`src/rtl/mod47_unscale.sv`:
```
// Modular unscale: out = (y * KINV) mod MOD, computed by
// an MSB-first Horner loop, one input bit per clock.
module mod47_unscale #(
    parameter int W    = 6,
    parameter int MOD  = 47,
    parameter int KINV = 34
) (
    input  logic         clk,
    input  logic         rst_n,
    input  logic         in_valid,
    output logic         in_ready,
    input  logic [W-1:0] in_data,
    output logic         out_valid,
    input  logic         out_ready,
    output logic [W-1:0] out_data,
    output logic         out_err,
    output logic         busy
);

    localparam int CW = (W > 1) ? $clog2(W) : 1;
    localparam logic [CW-1:0] CNT_TOP = CW'(W - 1);
    localparam logic [W:0] MOD_X  = (W + 1)'(MOD);
    localparam logic [W:0] KINV_X = (W + 1)'(KINV);

    typedef enum logic [1:0] {
        IDLE,
        BUSY,
        DONE
    } state_t;

    state_t        state;
    state_t        state_nxt;
    logic [W-1:0]  acc;
    logic [W-1:0]  y_q;
    logic [CW-1:0] cnt;
    logic [W:0]    dbl;
    logic [W:0]    dbl_red;
    logic [W:0]    sum;
    logic [W:0]    sum_red;
    logic [W-1:0]  acc_nxt;
    logic          y_err;

    assign in_ready  = (state == IDLE);
    assign busy      = (state == BUSY);
    assign out_valid = (state == DONE);

    // One Horner step: acc*2 mod MOD, then add KINV when y[cnt] is set.
    always_comb begin
        dbl     = {acc, 1'b0};
        dbl_red = (dbl >= MOD_X) ? dbl - MOD_X : dbl;
        sum     = dbl_red + KINV_X;
        sum_red = (sum >= MOD_X) ? sum - MOD_X : sum;
        acc_nxt = y_q[cnt] ? sum_red[W-1:0] : dbl_red[W-1:0];
        y_err   = ({1'b0, y_q} >= MOD_X);
    end

    // State register.
    always_ff @(posedge clk) begin
        if (!rst_n) begin
            state <= IDLE;
        end else begin
            state <= state_nxt;
        end
    end

    // Next-state decode; results are never overlapped with new accepts.
    always_comb begin
        state_nxt = state;
        unique case (state)
            IDLE: if (in_valid) state_nxt = BUSY;
            BUSY: if (cnt == '0) state_nxt = DONE;
            DONE: if (out_ready) state_nxt = IDLE;
            default: state_nxt = IDLE;
        endcase
    end

    // Operand latch, bit counter, accumulator and result registers.
    always_ff @(posedge clk) begin
        if (!rst_n) begin
            acc      <= '0;
            y_q      <= '0;
            cnt      <= '0;
            out_data <= '0;
            out_err  <= 1'b0;
        end else begin
            case (state)
                IDLE: begin
                    if (in_valid) begin
                        y_q <= in_data;
                        acc <= '0;
                        cnt <= CNT_TOP;
                    end
                end
                BUSY: begin
                    acc <= acc_nxt;
                    if (cnt == '0) begin
                        out_data <= y_err ? '0 : acc_nxt;
                        out_err  <= y_err;
                    end else begin
                        cnt <= cnt - 1'b1;
                    end
                end
                default: begin
                end
            endcase
        end
    end

endmodule

```
`config.mk`:
```
export PLATFORM = sky130hd
export DESIGN_NAME = mod47_unscale
export DESIGN_NICKNAME = d
export VERILOG_FILES = /design/src/rtl/mod47_unscale.sv
export SDC_FILE = /design/constraint.sdc
export NUM_CORES = 1
export LEC_CHECK = 0
export CAP_MARGIN = 20
export CORE_ASPECT_RATIO = 0.6
export CORE_MARGIN = 2
export CORE_UTILIZATION = 45
export DETAILED_ROUTE_END_ITERATION = 7
export GPL_TIMING_DRIVEN = 0
export PLACE_DENSITY = 0.71
export SYNTH_ARGS = -nofsm -noshare
export SYNTH_HDL_FRONTEND = slang
export SYNTH_SLANG_ARGS = --single-unit
```
`constraint.sdc`:
```
create_clock -name clk -period 4.9 [get_ports clk]
set_input_delay 0.98 -clock clk [delete_from_list [all_inputs] [get_ports clk]]
set_output_delay 0.98 -clock clk [all_outputs]
set_load 0.05 [all_outputs]
```
==> reports/results.ini, run 1 <==
[clock_tree]
clk_pin_slew_ps=80
clockBufferDepth=2
cts_tree=yes
insertion_delay_ps=270
cts_sinks=24
ctsResizeCount=0
post-cts-setup-buffers=0
cts_root_buf=clkbuf_8
cts_buffers=3
ctsHtreeMaxLevel=1
ctsHoldBuffers=0

[die]
die_area_mm2=0.00401
core_mm2=0.00330
die_w_um=80.4
fp-row-count=16
dieHeight_um=49.9
start_util=0.478
ios=20

[layout]
antenna_cells=0
syn_to_final_growth_pct=19.1
drive_gt1_frac=0.111
nFillCells=312
nNetsFinal=224
multiInputGateArea_mm2=0.00103
ff_latch_area_um2=480

[setup_path]
path_max_fanout=7
cp-end-kind=output pin
start_kind=flop
worst-r2r-setup-slack_ps=2320
critPathRequiredTime_ps=3920
endpoint=busy
crit_type=reg2out
rr_startpoint=acc[4]
rr_endpoint=out_data[3]
rr_worst_depth=8
startpoint=state[0]
worst-endpoint-arrival_ps=1940

[sta]
final.setup.tns_ps=0
setup_slack_ps=1980
clock_skew_ps=1.77
setup_violations=0
slew_violations=0
hold_viol_final=0
min_period_ps=2920
finalCritPeriodShare=0.596
fmax_mhz=342
slew_headroom=0.505
rsz0062_at_grt=no
tightest_slew_ps=722

[synthesis]
yosysTopAreaCell=dfxtp_1
ys_types=54
synth_top_flop_cell=dfxtp_1
async_reset_ff_frac=0
synth.net_count=200
syn_inst=184
yosysTopAreaCellShare=0.305
ys_seq_area_frac=0.305
ys_seq_elements=24
synth_warnings=0
synth_area_mm2=0.00158
avgSynthCellArea_um2=8.57
synth.area.top_cells=dfxtp_1 30%, nand2_1 6.9%, ha_1 4.8%
synth_edf_count=0

[grt]
grt_pass1_wl_um=6440
grt_pass1_vias=1375
overflow=0
grt.total_usage=0.209
antenna_found_initial=0
grt_max_degree=14

[placed_design]
place_ws_ps=2310
dp_hpwl_um=3020
io_buffers=19
gp_congestion=0.865

[flow_run]
cap_violations=0

[pwr]
p_total_uw=503
power_leakage_nw=0.687
max-vdd-ir-drop_v=0.000124
pwr_density_cell_mw_per_mm2=268

[route]
vias_per_cell=5.80
drtAntennaViolNets=0
drt-pass1-iter-count=4
vias=1462
drc=0
drtIter0Drc=125
drt-total-wl_um=3890
wl_per_cell_um=15.4

[outcome]
outcome=finished clean

[worst_hold_path]
holdCritPathClass=reg2reg

worst min-delay path by stage:
stage | from | end | cells past startpoint
floorplan | y_q[4] | y_q[4] | 2
global placement | out_data[1] | out_data[1] | 1
detailed placement | out_data[5] | out_data[5] | 2
CTS | out_data[5] | out_data[5] | 2
global route | out_data[4] | out_data[4] | 2
finish | out_data[5] | out_data[5] | 2
kinds of logic after synthesis:
group                      Yosys count  synth area share
AOI/OAI and AO/OA                   56             0.272
xor gates and xnor gates             4            0.0222
adders and majority gates            6            0.0476
buffers and inverters               12            0.0428
DFF                                 24             0.305
muxes                                9            0.0769
and+or+nand+nor                     73             0.234
worst max-delay path: stages (launching register included):
cell and delay, ps:
dfxtp_1 450, nand2b_1 240, inv_1 170, clkdlybuf4s50_1 810
per-stage QoR:
stage | hold WS, ps | cells | util | cell area, um2
2_1_floorplan | 453 | 184 | - | 1580
3_3_place_gp | 439 | 248 | 0.552 | 1820
3_5_place_dp | 445 | 248 | 0.552 | 1820
4_1_cts | 465 | 252 | 0.569 | 1880
5_1_grt | 499 | 252 | 0.569 | 1880
6_report | 459 | 252 | 0.569 | 1880
cells in the mapped netlist, types with 2 or more instances:
| cell | count |
|---|---|
| nand4b_1 | 2 |
| buf_6 | 3 |
| a21oi_1 | 6 |
| and3_1 | 2 |
| o21ai_0 | 12 |
| xnor2_1 | 3 |
| and2_1 | 3 |
| ha_1 | 6 |
| a21oi_2 | 2 |
| clkbuf_1 | 3 |
| o31ai_1 | 3 |
| nand3b_1 | 3 |
| inv_1 | 6 |
| nand2b_1 | 4 |
| a21boi_0 | 7 |
| nor2_1 | 10 |
| nand2_1 | 29 |
| mux4_2 | 2 |
| dfxtp_1 | 24 |
| nor2b_1 | 4 |
| o21a_1 | 4 |
| mux2i_1 | 5 |
| nor3_1 | 5 |
| o21bai_1 | 2 |
| nand3_1 | 4 |
| a41o_1 | 2 |
layer usage:
metal | track usage | vias up | share of wire
li1 | - | 715 | -
met1 | 0.301 | 689 | 0.49
met2 | 0.319 | 54 | 0.44
met3 | 0.0513 | 4 | 0.066
met4 | 0.0367 | 0 | 0.0054
met5 | 0 | - | 0
final cells by class:
class	count	share of cell area
inverter	6	0.0120
timing repair buffer	19	0.101
clock buffer	4	0.0293
sequential	24	0.256
multi-input combinational	148	0.548
buffer	6	0.0240
tap	45	0.0300
flip-flops by register name (all words and copies together) (netlist names):
register and count:
state 2, y_q 6, out_data 6, acc 6, cnt 3, out_err 1
power breakdown:
part	switching, mW	total [mW]	leakage (nW)	internal [mW]
combinational	0.0862	0.145	0.463	0.0583
clock	0.0645	0.136	0.0288	0.0719
sequential	0.0151	0.222	0.195	0.207
total	0.166	0.503	0.687	0.337
layout by cell type (no fill, tap or decap), types with 3 or more instances in the layout:
cell type	count
a21boi_0	7
a21oi_1	6
and2_1	3
buf_6	3
clkbuf_1	3
clkbuf_8	4
clkdlybuf4s50_1	19
dfxtp_1	24
ha_1	6
inv_1	6
mux2i_1	5
nand2_1	29
nand2b_1	4
nand3_1	4
nand3b_1	3
nor2_1	10
nor2b_1	4
nor3_1	5
o21a_1	4
o21ai_0	12
o31ai_1	3
xnor2_1	3
Note: power is estimated with default switching activity, not from simulation.
==> inputs of run 2 (changes only) <==
- PLACE_DENSITY: 0.71 -> 0.74
- clock period: 4.9 -> 2.39 ns (I/O delays scaled with it)
==> run 2 against run 1 <==
  * Sequential power is 100% higher
  * Sequential share of layout area is 0.60 points lower
  * Critical path depth is 6 higher
  * Die area stayed put
  * Routed wire length is 6.2% higher
  * Cell count is 1.2% higher
  * Worst setup slack worse by 1900 ps
  * Core utilization is 2.7 points higher
  * First-iteration DRC count is 4.0% lower
  * Power is 100% higher
  * Via count is 2.1% lower
==> reports/results.ini, run 2 (synthesized netlist as in run 1, its figures left out) <==
[worst_hold_path]
holdCritPathClass=reg2reg

[die]
die_w_um=80.4  ; unchanged
ios=20  ; unchanged
start_util=0.478  ; unchanged
die_area_mm2=0.00401  ; unchanged
fp-row-count=16  ; unchanged
dieHeight_um=49.9  ; unchanged
core_mm2=0.00330  ; unchanged

[pwr]
power.internal_uw=666  ; +98%
max-vdd-ir-drop_v=0.000365  ; +190%
netSwitchingPower_uw=342  ; +110%
power_leakage_nw=0.716  ; +4.2%
power.share.switching=0.340  ; +0.00982
combPwrFrac=0.311  ; +0.024
pwr_density_cell_mw_per_mm2=512  ; +91%
seqPwrFrac=0.451  ; +0.010
clockPowerShare=0.239  ; -0.032

[layout]
final_common_cell=nand2_1
syn_to_final_growth_pct=24.8
drive_gt1_frac=0.181  ; +0.0698
nFillCells=313  ; +0.32%
antenna_cells=0  ; unchanged
ff_latch_area_um2=492  ; +2.3%
multiInputGateArea_mm2=0.00109  ; +5.8%
reg.largest.list=acc (6), out_data (6), y_q (6)
postLayoutCellArea_mm2=0.00197  ; +4.8%
mostFrequentLayoutCells=29 x nand2_1, 19 x dfxtp_1, 18 x clkdlybuf4s50_1, 10 x nor2_1, 10 x o21ai_0
nNetsFinal=228  ; +1.8%

[sta]
fmax_mhz=425
finalCritPeriodShare=0.984
clock_skew_ps=8.69  ; +6.92 ps
slew_violations=0  ; unchanged
whs_ps=465  ; +6.66 ps
slew_headroom=0.572  ; +0.0672
hold_viol_final=0  ; unchanged
min_period_ps=2350
rsz0062_at_grt=yes
setup_violations=0  ; unchanged
tightest_slew_ps=640  ; -81.5 ps

[clock_tree]
cts_buffers=3  ; unchanged
insertion_delay_ps=270  ; about the same
clockBufferDepth=2  ; unchanged
cts_root_buf=clkbuf_8
cts_sinks=24  ; unchanged
ctsHtreeMaxLevel=1  ; unchanged
cts_tree=yes
ctsHoldBuffers=0  ; unchanged
clk_pin_slew_ps=90  ; about the same

[setup_path]
cp-end-kind=flop
startpoint=acc[4]
path_max_fanout=4  ; -3
rr_worst_depth=9  ; +1
critPathRequiredTime_ps=2600  ; -1320 ps
rr_startpoint=acc[4]
worst-endpoint-arrival_ps=2570  ; +630 ps
start_kind=flop
crit_type=reg2reg
worst-r2r-setup-slack_ps=40  ; -2280 ps
endpoint=out_data[1]
rr_endpoint=out_data[1]

[route]
drt-total-wl_um=4130  ; +6.2%
drtAntennaViolNets=0  ; unchanged
drtIter0Drc=120  ; -4.0%
drc=0  ; unchanged
drt-pass1-iter-count=4  ; unchanged
vias_per_cell=5.61  ; -3.3%
wl_per_cell_um=16.2  ; +4.9%
vias=1431  ; -2.1%

[outcome]
outcome=finished clean

[grt]
overflow=0  ; unchanged
grt_pass1_vias=1416  ; +3.0%
antenna_found_initial=0  ; unchanged
grt_max_degree=13  ; -1
grt_pass1_wl_um=7090  ; +10%
grt.total_usage=0.233  ; +0.0243

[placed_design]
dp_hpwl_um=3000  ; -0.67%
place_area_mm2=0.00182  ; unchanged
gp_congestion=0.871  ; +0.71%
io_buffers=19  ; unchanged

[flow_run]
cap_violations=0  ; unchanged

-- run 2: cell types whose count changed in the layout (fill, tap and decap cells not counted), moves of 2 or more --
cell and change:
buf_4 +4, dfxtp_1 -5, dfxtp_2 +3, dfxtp_4 +2
ha_1 -2, mux2i_1 -2, o21ai_0 -2, o21ai_1 +2
-- run 2: critical path, cell delays in order (launching register included) --
cell,delay [ps]
dfxtp_4,370
ha_4,250
nand2b_4,150
mux4_2,460
a21boi_4,170
buf_4,160
o21a_2,150
mux2_4,310
a21oi_1,190
a21o_1,100
-- run 2: repair_timing --
| item | 4_1_cts | 5_1_grt |
|---|---|---|
| hold endpoints to repair | 0 | 0 |
| cloned | 0 | 0 |
| setup endpoints to repair | 9 | 10 |
| resized for setup | 8 | 11 |
| pin swaps | 1 | 6 |
| setup buffers | 2 | 2 |
-- run 2: worst min path at each step --
stage           startpoint           to  cells past startpoint
2_1_floorplan       y_q[4]       y_q[4]                      2
6_report       out_data[4]  out_data[4]                      2
3_3_place_gp   out_data[1]  out_data[1]                      1
3_5_place_dp   out_data[1]  out_data[1]                      1
5_1_grt        out_data[1]  out_data[1]                      1
4_1_cts        out_data[5]  out_data[5]                      2
-- run 2: cell type report --
class | instances | share of cell area
Multi-Input combinational cell | 148 | 0.553
Sequential cell | 24 | 0.250
Tap cell | 45 | 0.0286
Clock buffer | 3 | 0.0210
Inverter | 6 | 0.0114
Timing Repair Buffer | 23 | 0.113
Buffer | 6 | 0.0229
-- run 2: routing by layer --
| layer | wire [um] | global-route usage | part of all wire |
|---|---|---|---|
| met1 | 2150 | 0.368 | 0.52 |
| met2 | 1760 | 0.331 | 0.42 |
| met3 | 220 | 0.0531 | 0.053 |
| met4 | 8 | 0.0198 | 0.0019 |
| met5 | 0 | 0 | 0 |
-- run 2: per-stage QoR --
| step | setup slack [ps] | cells | TNS [ps] | power [mW] | util |
|---|---|---|---|---|---|
| 2_1_floorplan | 89.0 | 184 | 0 | 0.668 | - |
| 3_3_place_gp | -186 | 248 | -452 | 0.746 | 0.552 |
| 3_5_place_dp | -268 | 248 | -832 | 0.756 | 0.552 |
| 4_1_cts | 14.8 | 253 | 0 | 0.999 | 0.580 |
| 5_1_grt | -56.7 | 255 | -179 | 1.07 | 0.596 |
| 6_report | 37.8 | 255 | 0 | 1.01 | 0.596 |
-- run 2: power by group through the flow --
| stage | Combinational [mW] | Sequential (mW) | Clock, mW |
|---|---|---|---|
| after floorplan | 0.206 | 0.462 | 0 |
| after global placement | 0.284 | 0.461 | 0 |
| after detailed placement | 0.292 | 0.464 | 0 |
| after CTS | 0.301 | 0.453 | 0.245 |
| after global routing | 0.347 | 0.459 | 0.269 |
| final | 0.313 | 0.454 | 0.241 |
